===== src/rtl/flag_stream_checker_pkg.sv =====
// ============================================================================
// Package     : flag_pkg
// Description : Shared types and obfuscated expected-string ROM for the flag
//               stream checker.
// Revision    : 1.0 - initial release
// ============================================================================
`default_nettype none

package flag_pkg;

  typedef enum logic [1:0] {
    IDLE  = 2'd0,
    MATCH = 2'd1,
    FULL  = 2'd2,
    FAIL  = 2'd3
  } chk_state_t;

  localparam int FLAG_MAX = 64;

  // Each entry is the expected ASCII byte XORed with the key (7'h2A).
  localparam logic [6:0] FLAG_ROM [FLAG_MAX] = '{
    7'h69, 7'h7E, 7'h6C, 7'h51, 7'h59, 7'h5E, 7'h58, 7'h19,
    7'h1E, 7'h47, 7'h75, 7'h49, 7'h42, 7'h19, 7'h49, 7'h41,
    7'h19, 7'h58, 7'h75, 7'h52, 7'h1A, 7'h58, 7'h75, 7'h58,
    7'h1A, 7'h47, 7'h75, 7'h5D, 7'h1B, 7'h44, 7'h59, 7'h75,
    7'h4C, 7'h46, 7'h1E, 7'h4D, 7'h75, 7'h4E, 7'h1A, 7'h44,
    7'h4F, 7'h75, 7'h45, 7'h41, 7'h75, 7'h45, 7'h41, 7'h0B,
    7'h57, 7'h00, 7'h00, 7'h00, 7'h00, 7'h00, 7'h00, 7'h00,
    7'h00, 7'h00, 7'h00, 7'h00, 7'h00, 7'h00, 7'h00, 7'h00
  };

endpackage

`default_nettype wire


===== src/rtl/flag_stream_checker_rom.sv =====
// ============================================================================
// Module      : flag_rom
// Description : Combinational lookup of the de-obfuscated expected byte.
// Revision    : 1.0 - initial release
// ============================================================================
`default_nettype none

module flag_rom
  import flag_pkg::*;
#(
  parameter int         FLAG_LEN = 49,
  parameter logic [6:0] KEY      = 7'h2A,
  parameter int         IDX_W    = 6
) (
  input  logic [IDX_W-1:0] addr,
  output logic [6:0]       data
);

  logic [5:0] w_idx;

  assign w_idx = 6'(addr);

  // Addresses at or beyond the string length read as zero, not as KEY.
  always_comb begin
    data = 7'h00;
    if (int'(addr) < FLAG_LEN) begin
      data = FLAG_ROM[w_idx] ^ KEY;
    end
  end

endmodule

`default_nettype wire


===== config.mk =====
export PLATFORM = sky130hd
export DESIGN_NAME = flag_rom
export DESIGN_NICKNAME = d
export VERILOG_FILES = /design/src/rtl/flag_stream_checker_pkg.sv /design/src/rtl/flag_stream_checker_rom.sv
export SDC_FILE = /design/constraint.sdc
export NUM_CORES = 1
export LEC_CHECK = 0
export ABC_AREA = 0
export BUFFER_PORTS_ARGS = -buffer_cell sky130_fd_sc_hd__buf_2
export CAP_MARGIN = 20
export CELL_PAD_IN_SITES_DETAIL_PLACEMENT = 1
export CELL_PAD_IN_SITES_GLOBAL_PLACEMENT = 1
export CORE_MARGIN = 4
export CORE_UTILIZATION = 42
export DETAILED_ROUTE_END_ITERATION = 10
export GPL_TIMING_DRIVEN = 0
export PLACE_DENSITY_LB_ADDON = 0.1
export RECOVER_POWER = 100
export SLEW_MARGIN = 20
export SYNTH_ARGS = -nofsm -noshare
export SYNTH_HDL_FRONTEND = slang
export SYNTH_SLANG_ARGS = --single-unit

===== constraint.sdc =====
create_clock -name vclk -period 1.8
set_input_delay 0.27 -clock vclk [all_inputs]
set_output_delay 0.27 -clock vclk [all_outputs]
set_load 0.1 [all_outputs]

==> results of run 1 <==
==> logic make-up after synthesis <==
kind of cell | Yosys count
compound gates | 43
fa+ha+maj | 7
buf+inv | 17
mux | 6
simple gates | 26
==> Yosys cell counts, types with 2 or more instances <==
library cell	instances
clkbuf_1	3
a21oi_1	8
mux4_2	2
nand2b_1	3
a31oi_1	4
mux2_2	2
buf_2	5
o21ai_0	11
o31ai_1	2
inv_1	6
o211a_1	3
nand3b_1	2
and2b_1	2
ha_1	7
mux2i_1	2
nor2_1	5
nand2_1	8
a211oi_1	4
==> through the flow <==
step	worst slack, ns	TNS, ns	hold WS (ns)	cells
after global placement	-0.516	-2.86	1.29	127
after floorplan	-0.242	-0.323	0.926	99
after detailed placement	-0.564	-3.20	1.31	127
==> metrics.cfg, run 1 <==
[synth]
yosysTopAreaCellShare_pct=12.8
yosys-top-cells-area=ha_1 (13%), o21ai_0 (8.0%), mux4_2 (6.6%), a21oi_1 (5.9%), o211a_1 (4.4%)
synth-simple-area-share_pct=20.3
syn_area_um2=684
syn-instance-count=99
avgSynthCellArea_um2=6.91
yosys.area_share.xor_xnor_pct=0
yosysWarnings=0
ys_seq_area_share_pct=0
syn_nets=112
synth_top_family_by_area=compound AO/OA/AOI/OAI gates
synth_compound_area_share_pct=42.2
synthAdderAreaFrac_pct=12.8
synth_top_cell_by_area=ha_1
yosysUniqueCellTypes=38
synth.area.mux_share_pct=12.8

[outcome]
haltStage=clock tree synthesis (4_1_cts)
status=aborted with a tool error
tool.error=[ERROR DPL-0033] detailed placement checks failed during check placement.

[floorplanning]
io_pins=13
start_util_pct=44.9
fp.dieH_um=48.4
fp-row-count=14
die_w_um=48.4

[clocking]
cts_hold_buf=0
cts_resized=56
cts_setup_buffers=6

[placed_design]
gp_congestion=0.839
port_buffers=12
dpl_cell_area_um2=905
hpwl_mm=1.87

==> run 2, diff against run 1 <==
--- a/config.mk
+++ b/config.mk
@@ -8,13 +8,11 @@
 export ABC_AREA = 0
 export BUFFER_PORTS_ARGS = -buffer_cell sky130_fd_sc_hd__buf_2
 export CAP_MARGIN = 20
-export CELL_PAD_IN_SITES_DETAIL_PLACEMENT = 1
-export CELL_PAD_IN_SITES_GLOBAL_PLACEMENT = 1
-export CORE_MARGIN = 4
-export CORE_UTILIZATION = 42
+export CORE_AREA = 4 4 65 67
 export DETAILED_ROUTE_END_ITERATION = 10
+export DIE_AREA = 0 0 69 71
 export GPL_TIMING_DRIVEN = 0
-export PLACE_DENSITY_LB_ADDON = 0.1
+export PLACE_DENSITY_LB_ADDON = 0.15
 export RECOVER_POWER = 100
 export SLEW_MARGIN = 20
 export SYNTH_ARGS = -nofsm -noshare
==> run 2 against run 1 <==
- the flow now finishes, with violations (negative setup slack)
- synthesized cell count unchanged
- area after synthesis unchanged
==> metrics.cfg, run 2 <==
[routing]
met1_length_mm=1.24
drt-total-wl_mm=2.44
antenna_left=0
wl_met2_mm=1.16
drt_iter0_markers=33
dr.pass1.iters=4
drc_errors=0
dr_wl_met3_um=51
routed.top_layer=met3
routed_via_density=4.93
num_vias=829
wl_per_cell_um=14.5

[run]
maxCapViolCount=0

[outcome]
status=finished with violations
violations=negative setup slack

[timing]
slew_viol_final=0
finalHoldViolations=0
max_slew_margin_pct=76.8
hold_slack_ns=1.18
fmax_ghz=0.519
tightest_slew_ns=0.348
report.final.setup_viol=7
period_needed_ns=1.93
rsz0062_at_grt=yes
post-route-worst-setup-slack_ns=-0.127
finalCritPeriodShare_pct=107

[pwr]
p_leak_uw=0.000489
powerDensity_mw_per_mm2=401
irDropWorstVdd_uv=190

[synth]
synth_top_cell_by_area=ha_1
ys_seq_area_share_pct=0
yosysMostFrequentCell=o21ai_0
yosysUniqueCellTypes=38
yosysWarnings=0
avgSynthCellArea_um2=6.91
syn_area_um2=684
syn_nets=112
syn-instance-count=99
yosys-top-cells-area=ha_1 (13%), o21ai_0 (8.0%), mux4_2 (6.6%), a21oi_1 (5.9%), o211a_1 (4.4%)
yosysTopAreaCellShare_pct=12.8
yosys-top-cells-count=o21ai_0 (11), a21oi_1 (8), nand2_1 (8)

[global_route]
grt_usage_pct=9.29
grt_max_degree=11
grt_overflow=0
grt_pass1_wl_mm=3.88
antenna_found_initial=0
grt_pass1_vias=751

[finish]
drive_gt1_share_pct=49.2
nets=135
seq_area_um2=0
area_delta_synth_final_pct=74.8
design.seq.count=0
final_cell_mix=buf_4 (12), buf_12 (9), a21oi_1 (7), o21ai_0 (7), nand2_1 (7)
layout.cells.non_filler=168
antenna_cells=0
mostFrequentLayoutCell=buf_4
fill_cells=394
clkbuf_count=0

[critical_path]
cp-start-kind=input pin
cp_max_fo=6
critical_path_class=input pin to output port
cp_slowest_cell=mux4_2
max_stage_delay_ns=0.48
cp.arrival_ns=1.66
path_cells=buf_12 -> inv_8 -> ha_4 -> mux4_2 -> a21oi_2 -> a22o_2 -> buf_12
cp-end-kind=output port
crit_required_ns=1.53
crit_top_cell=buf_12
critPathLaunch=addr[1]

[placed_design]
hpwl_mm=1.71
dp.cells=159
dp_slack_ns=-0.533
port_buffers=12
gp_congestion=0.759

[floorplanning]
fp-row-count=22
die_w_um=69
io_pins=13
die_area_mm2=0.00490
fp.dieH_um=71
design.core.area_mm2=0.00363
start_util_pct=18.8

[worst_hold_path]
min_from=addr[4]
hold_path_class=input pin to output port

[clocking]
cts_hold_buf=0

run 2: layout make-up:
class	count	area [um^2]	share of cell area, %
inverters	7	45.0	3.77
well taps	48	60.1	5.02
repair buffers	21	263	22.0
plain buffers	10	88.8	7.43
multi-input cells	82	739	61.8
run 2: path summary, 6_finish.rpt:
path,endpoint,slack [ns],depth (start not counted)
max,data[3],-0.13,7
min,data[1],1.18,5
run 2: stage by stage:
stage / utilization (%) / power, uW / TNS [ns] / instance area, um^2
after floorplan: - / 303 / -0.323 / 825
after global placement: 26.0 / 373 / -3.16 / 945
after detailed placement: 26.0 / 369 / -3.15 / 945
after CTS: 31.1 / 458 / -0.385 / 1130
after global routing: 32.9 / 504 / -0.968 / 1200
final: 32.9 / 480 / -0.562 / 1200
run 2: worst max-delay path: cells and delay by family:
| family | cells | cell delay [ns] |
|---|---|---|
| adder cells (fa/ha/maj) | 1 | 0.21 |
| AO/OA/AOI/OAI | 2 | 0.33 |
| multiplexers | 1 | 0.48 |
| buffers and inverters | 3 | 0.35 |
run 2: routing by layer:
layer  vias up  GRT usage [%]
met1       401           14.5
met5         -              0
met3         0          0.142
met2        11           15.0
met4         0              0
li1        417              -
run 2: where the power goes:
part | internal, uW | switching [uW] | total [uW]
Combinational | 198 | 282 | 480
Sequential | 0 | 0 | 0
Clock | 0 | 0 | 0
run 2: logic make-up (layout without fill, tap and decap cells):
family | Yosys count | count (layout) | share of synthesized area [%]
AO/OA/AOI/OAI | 43 | 43 | 42.2
AND/OR/NAND/NOR | 26 | 26 | 20.3
buffers and inverters | 17 | 38 | 11.9
adder cells (fa/ha/maj) | 7 | 7 | 12.8
multiplexers | 6 | 6 | 12.8
run 2: what timing repair did:
item                       CTS  global route
pin swaps                    5             7
gates resized for setup     50             5
gates cloned                 0             0
setup endpoints to repair    7             7
setup buffers                3             6
Power figures use the tool's default switching activity.
==> run 3, diff against run 2 <==
--- a/config.mk
+++ b/config.mk
@@ -8,9 +8,9 @@
 export ABC_AREA = 0
 export BUFFER_PORTS_ARGS = -buffer_cell sky130_fd_sc_hd__buf_2
 export CAP_MARGIN = 20
-export CORE_AREA = 4 4 65 67
+export CORE_AREA = 5 5 66 68
 export DETAILED_ROUTE_END_ITERATION = 10
-export DIE_AREA = 0 0 69 71
+export DIE_AREA = 0 0 71 73
 export GPL_TIMING_DRIVEN = 0
 export PLACE_DENSITY_LB_ADDON = 0.15
 export RECOVER_POWER = 100
==> run 3 against run 2 <==
- the run still ends with negative setup slack left
- worst hold slack gained 0.012 ns
- global-route usage up 0.67 points
- first-iteration DRC count rose to 2.9 times the previous value
- maximum frequency increased by 0.27%
==> metrics.cfg, run 3 (same netlist as run 2, synthesis figures left out) <==
[run]
maxCapViolCount=0

[global_route]
grt_overflow=0
grt_pass1_vias=851
grt_max_degree=11
antenna_found_initial=0
grt_pass1_wl_mm=4.27
grt_usage_pct=9.96

[critical_path]
cp-start-kind=input pin
cp.arrival_ns=1.65
critical_path_class=input pin to output port
cp_max_fo=7
cp-end-kind=output port
crit_required_ns=1.53

[floorplanning]
fp.dieH_um=73
fp-row-count=23
die_area_mm2=0.00518
start_util_pct=18.0
design.core.area_mm2=0.00380
die_w_um=71
io_pins=13

[placed_design]
dpl_cell_area_um2=947
gp_congestion=0.831
port_buffers=12
hpwl_mm=1.90
dp.cells=161

[timing]
rsz0062_at_grt=yes
period_needed_ns=1.92
slew_viol_final=0
post-route-worst-setup-slack_ns=-0.122
max_slew_margin_pct=77.2
report.final.setup_viol=5
hold_slack_ns=1.19
finalCritPeriodShare_pct=107
finalHoldViolations=0
tightest_slew_ns=0.342
setup_tns_ns=-0.392
fmax_ghz=0.520

[finish]
drive_gt1_share_pct=50.0
clkbuf_count=0
design.seq.count=0
area_delta_synth_final_pct=76.1
layout.cells.non_filler=168
mostFrequentLayoutCell=buf_12
final_cell_mix=buf_12 (9), buf_4 (8), a21oi_1 (7), o21ai_0 (7), nand2_1 (7)
seq_area_um2=0
antenna_cells=0
fin_area_mm2=0.00120
fill_cells=420
nets=133

[pwr]
switchingPower_uw=285
p_int_uw=197
pwr-share-comb_pct=100.0
p_seq_share_pct=0
p_leak_uw=0.000482
irDropWorstVdd_uv=111
powerDensity_mw_per_mm2=400
switching_share_pct=59.2
pwr-share-clk_pct=0

[outcome]
status=finished with violations
violations=negative setup slack

[worst_hold_path]
min_path_cells=5
hold_end=data[1]
hold_path_class=input pin to output port
min_from=addr[1]

[routing]
routed_via_density=5.11
antenna_left=0
num_vias=859
dr.pass1.iters=4
drt-total-wl_mm=2.59
wl_per_cell_um=15.4
drt_iter0_markers=96
drc_errors=0

[clocking]
cts_hold_buf=0

-- run 3: cell types whose count changed in the layout (fill, tap and decap cells not counted), sizes merged --
cell,change
buf,-2
-- run 3: layer usage --
layer	track usage, %	up-vias	share of wire, %
met4	1.04	0	0.81
met5	0	-	0
met1	13.6	426	44
met3	0.138	2	3.0
li1	-	411	-
met2	18.1	20	52
-- run 3: power groups by stage --
stage / Combinational [uW] / Sequential [uW] / Clock (uW)
after global placement: 375 / 0 / 0
final: 482 / 0 / 0
after global routing: 505 / 0 / 0
after CTS: 473 / 0 / 0
after detailed placement: 373 / 0 / 0
after floorplan: 303 / 0 / 0
-- run 3: repair_timing --
item / 4_1_cts / 5_1_grt
gates cloned: 0 / 0
buffers inserted: 6 / 1
endpoints found under the setup margin: 7 / 7
gates resized for setup: 52 / 8
pin swaps: 8 / 5
endpoints found under the hold margin: 0 / 0
-- run 3: how the worst max path moves through the flow --
| stage | startpoint | endpoint | slack, ns | cells after the start |
|---|---|---|---|---|
| floorplan | addr[3] | data[4] | -0.24 | 6 |
| global placement | addr[0] | data[3] | -0.55 | 7 |
| detailed placement | addr[0] | data[3] | -0.54 | 7 |
| CTS | addr[0] | data[3] | -0.12 | 7 |
| global route | addr[1] | data[3] | -0.17 | 7 |
| finish | addr[1] | data[2] | -0.12 | 8 |
-- run 3: area by class of cell --
type                       instances  area, um^2  area share (%)
timing repair buffer              19         248            20.6
buffer                            10         100            8.31
multi-input combinational         82         749            62.2
tap                               50        62.6            5.19
inverter                           7        45.0            3.74
-- run 3: critical path, stage by stage --
cell     delay (ns)
buf_12         0.12
inv_8          0.06
ha_4           0.21
inv_4          0.07
mux2i_1        0.06
mux4_2         0.44
o21a_2         0.24
buf_12         0.16
-- run 3: through the flow --
step | util, % | power, uW | setup slack (ns)
detailed placement | 24.9 | 373 | -0.539
global placement | 24.9 | 375 | -0.548
floorplan | - | 303 | -0.242
CTS | 30.8 | 473 | -0.122
global route | 31.7 | 505 | -0.169
finish | 31.7 | 482 | -0.122
==> run 4, diff against run 3 <==
==> constraint.sdc (replaced) <==
create_clock -name vclk -period 1.9
set_input_delay 0.285 -clock vclk [all_inputs]
set_output_delay 0.285 -clock vclk [all_outputs]
set_load 0.1 [all_outputs]
==> run 4 against run 3 <==
- the run still ends with negative setup slack left
- critical path depth fell by 2
- worst hold slack better by 0.049 ns
- routed wire length decreased by 1.7%
- final area up 1.3%
- sequential share of layout area did not move
- utilization rose by 0.43 points
- flip-flop and latch count stayed put
- global-route usage fell by 0.37 points
- non-clock buffer count down 1
- first-iteration DRC count is 70% lower
- count of clock-buffer cells in the layout did not move
- critical path type unchanged
==> metrics.cfg, run 4 (same netlist as run 2, synthesis figures left out) <==
[floorplanning]
die_area_mm2=0.00518
fp.dieH_um=73
io_pins=13
die_w_um=71
start_util_pct=18.0
fp-row-count=23
design.core.area_mm2=0.00380

[pwr]
pwr-share-comb_pct=100.0
pwr-share-clk_pct=0
p_seq_share_pct=0
p_int_uw=189
powerDensity_mw_per_mm2=380
switchingPower_uw=275
total_power_uw=465
p_leak_uw=0.000483
switching_share_pct=59.3
irDropWorstVdd_uv=99.4

[timing]
setup_tns_ns=-0.110
tightest_slew_ns=0.312
rsz0062_at_grt=yes
fmax_ghz=0.512
slew_viol_final=0
report.final.setup_viol=4
finalCritPeriodShare_pct=103
finalHoldViolations=0
period_needed_ns=1.95
max_slew_margin_pct=79.2
post-route-worst-setup-slack_ns=-0.0519

[routing]
wl_per_cell_um=15.3
num_vias=849
drt_iter0_markers=29
antenna_left=0
drc_errors=0
drt-total-wl_mm=2.55
routed_via_density=5.08
dr.pass1.iters=4

[critical_path]
cp-start-kind=input pin
critical_path_class=input pin to output port
crit_required_ns=1.62
max_stage_delay_ns=0.49
cp_slowest_cell=mux4_2
path_cells=buf_12 -> ha_1 -> mux4_2 -> a21oi_2 -> a22o_2 -> buf_12
crit_top_cell=buf_12
cp_max_fo=8
cp.arrival_ns=1.67
cp-end-kind=output port

[outcome]
status=finished with violations
violations=negative setup slack

[finish]
layout.cells.non_filler=167
area_delta_synth_final_pct=78.4
mostFrequentLayoutCell=buf_12
antenna_cells=0
drive_gt1_share_pct=52.1
nets=132
seq_area_um2=0
fin_area_mm2=0.00122
design.seq.count=0
final_cell_mix=buf_12 (9), nand2_1 (8), o21ai_0 (6)
clkbuf_count=0
fill_cells=409

[clocking]
cts_hold_buf=0

[placed_design]
dpl_cell_area_um2=850
port_buffers=12
hpwl_mm=1.75
gp_congestion=0.844
dp_slack_ns=-0.671
dp.cells=161

[global_route]
grt_overflow=0
grt.busiest_layer=met2
grt_pass1_vias=811
antenna_found_initial=0
grt_pass1_wl_mm=4.22
met2_usage_pct=17.2
grt_usage_pct=9.59
grt_max_degree=11
grtUsageMet3_pct=0.551
grt_use_met1_pct=13.2

[run]
maxCapViolCount=0

[worst_hold_path]
hold_path_class=input pin to output port

## run 4: changes by cell type in the layout (fill, tap and decap cells not counted), sizes merged
cell / previous run / this run
buf: 26 / 23
clkbuf: 3 / 5
## run 4: through the flow
stage / utilization (%) / hold WS, ns
after floorplan: - / 0.956
after global placement: 22.4 / 1.34
after detailed placement: 22.4 / 1.34
after CTS: 29.2 / 1.24
after global routing: 32.1 / 1.30
final: 32.1 / 1.24
## run 4: critical path, delay by kind of cell
family	cells	cell delay [ns]
compound gates	2	0.31
fa+ha+maj	1	0.28
buf+inv	2	0.29
mux	1	0.49
## run 4: what timing repair did
item | 4_1_cts | 5_1_grt
buffers inserted | 2 | 4
pin swaps | 8 | 8
gates resized for setup | 67 | 18
endpoints found under the setup margin | 7 | 7
## run 4: layout make-up
class | count | area (um^2) | area share (%)
multi-input cells | 82 | 786 | 64.3
repair buffers | 18 | 244 | 20.0
plain buffers | 10 | 83.8 | 6.86
well taps | 50 | 62.6 | 5.12
inverters | 7 | 45.0 | 3.69
## run 4: path summary, 6_finish.rpt
| check | start | end | depth (start not counted) |
|---|---|---|---|
| setup / recovery | addr[0] | data[3] | 6 |
| hold / removal | addr[1] | data[1] | 5 |
## run 4: per-layer routing
layer / vias to the layer above / wire, um
li1: 415 / -
met1: 420 / 1210
met2: 12 / 1250
met3: 2 / 79
met4: 0 / 16
met5: - / 0
## run 4: power by group through the flow
stage | sequential [uW] | clock, uW | combinational [uW]
detailed placement | 0 | 0 | 326
finish | 0 | 0 | 465
CTS | 0 | 0 | 429
global route | 0 | 0 | 487
global placement | 0 | 0 | 329
floorplan | 0 | 0 | 267
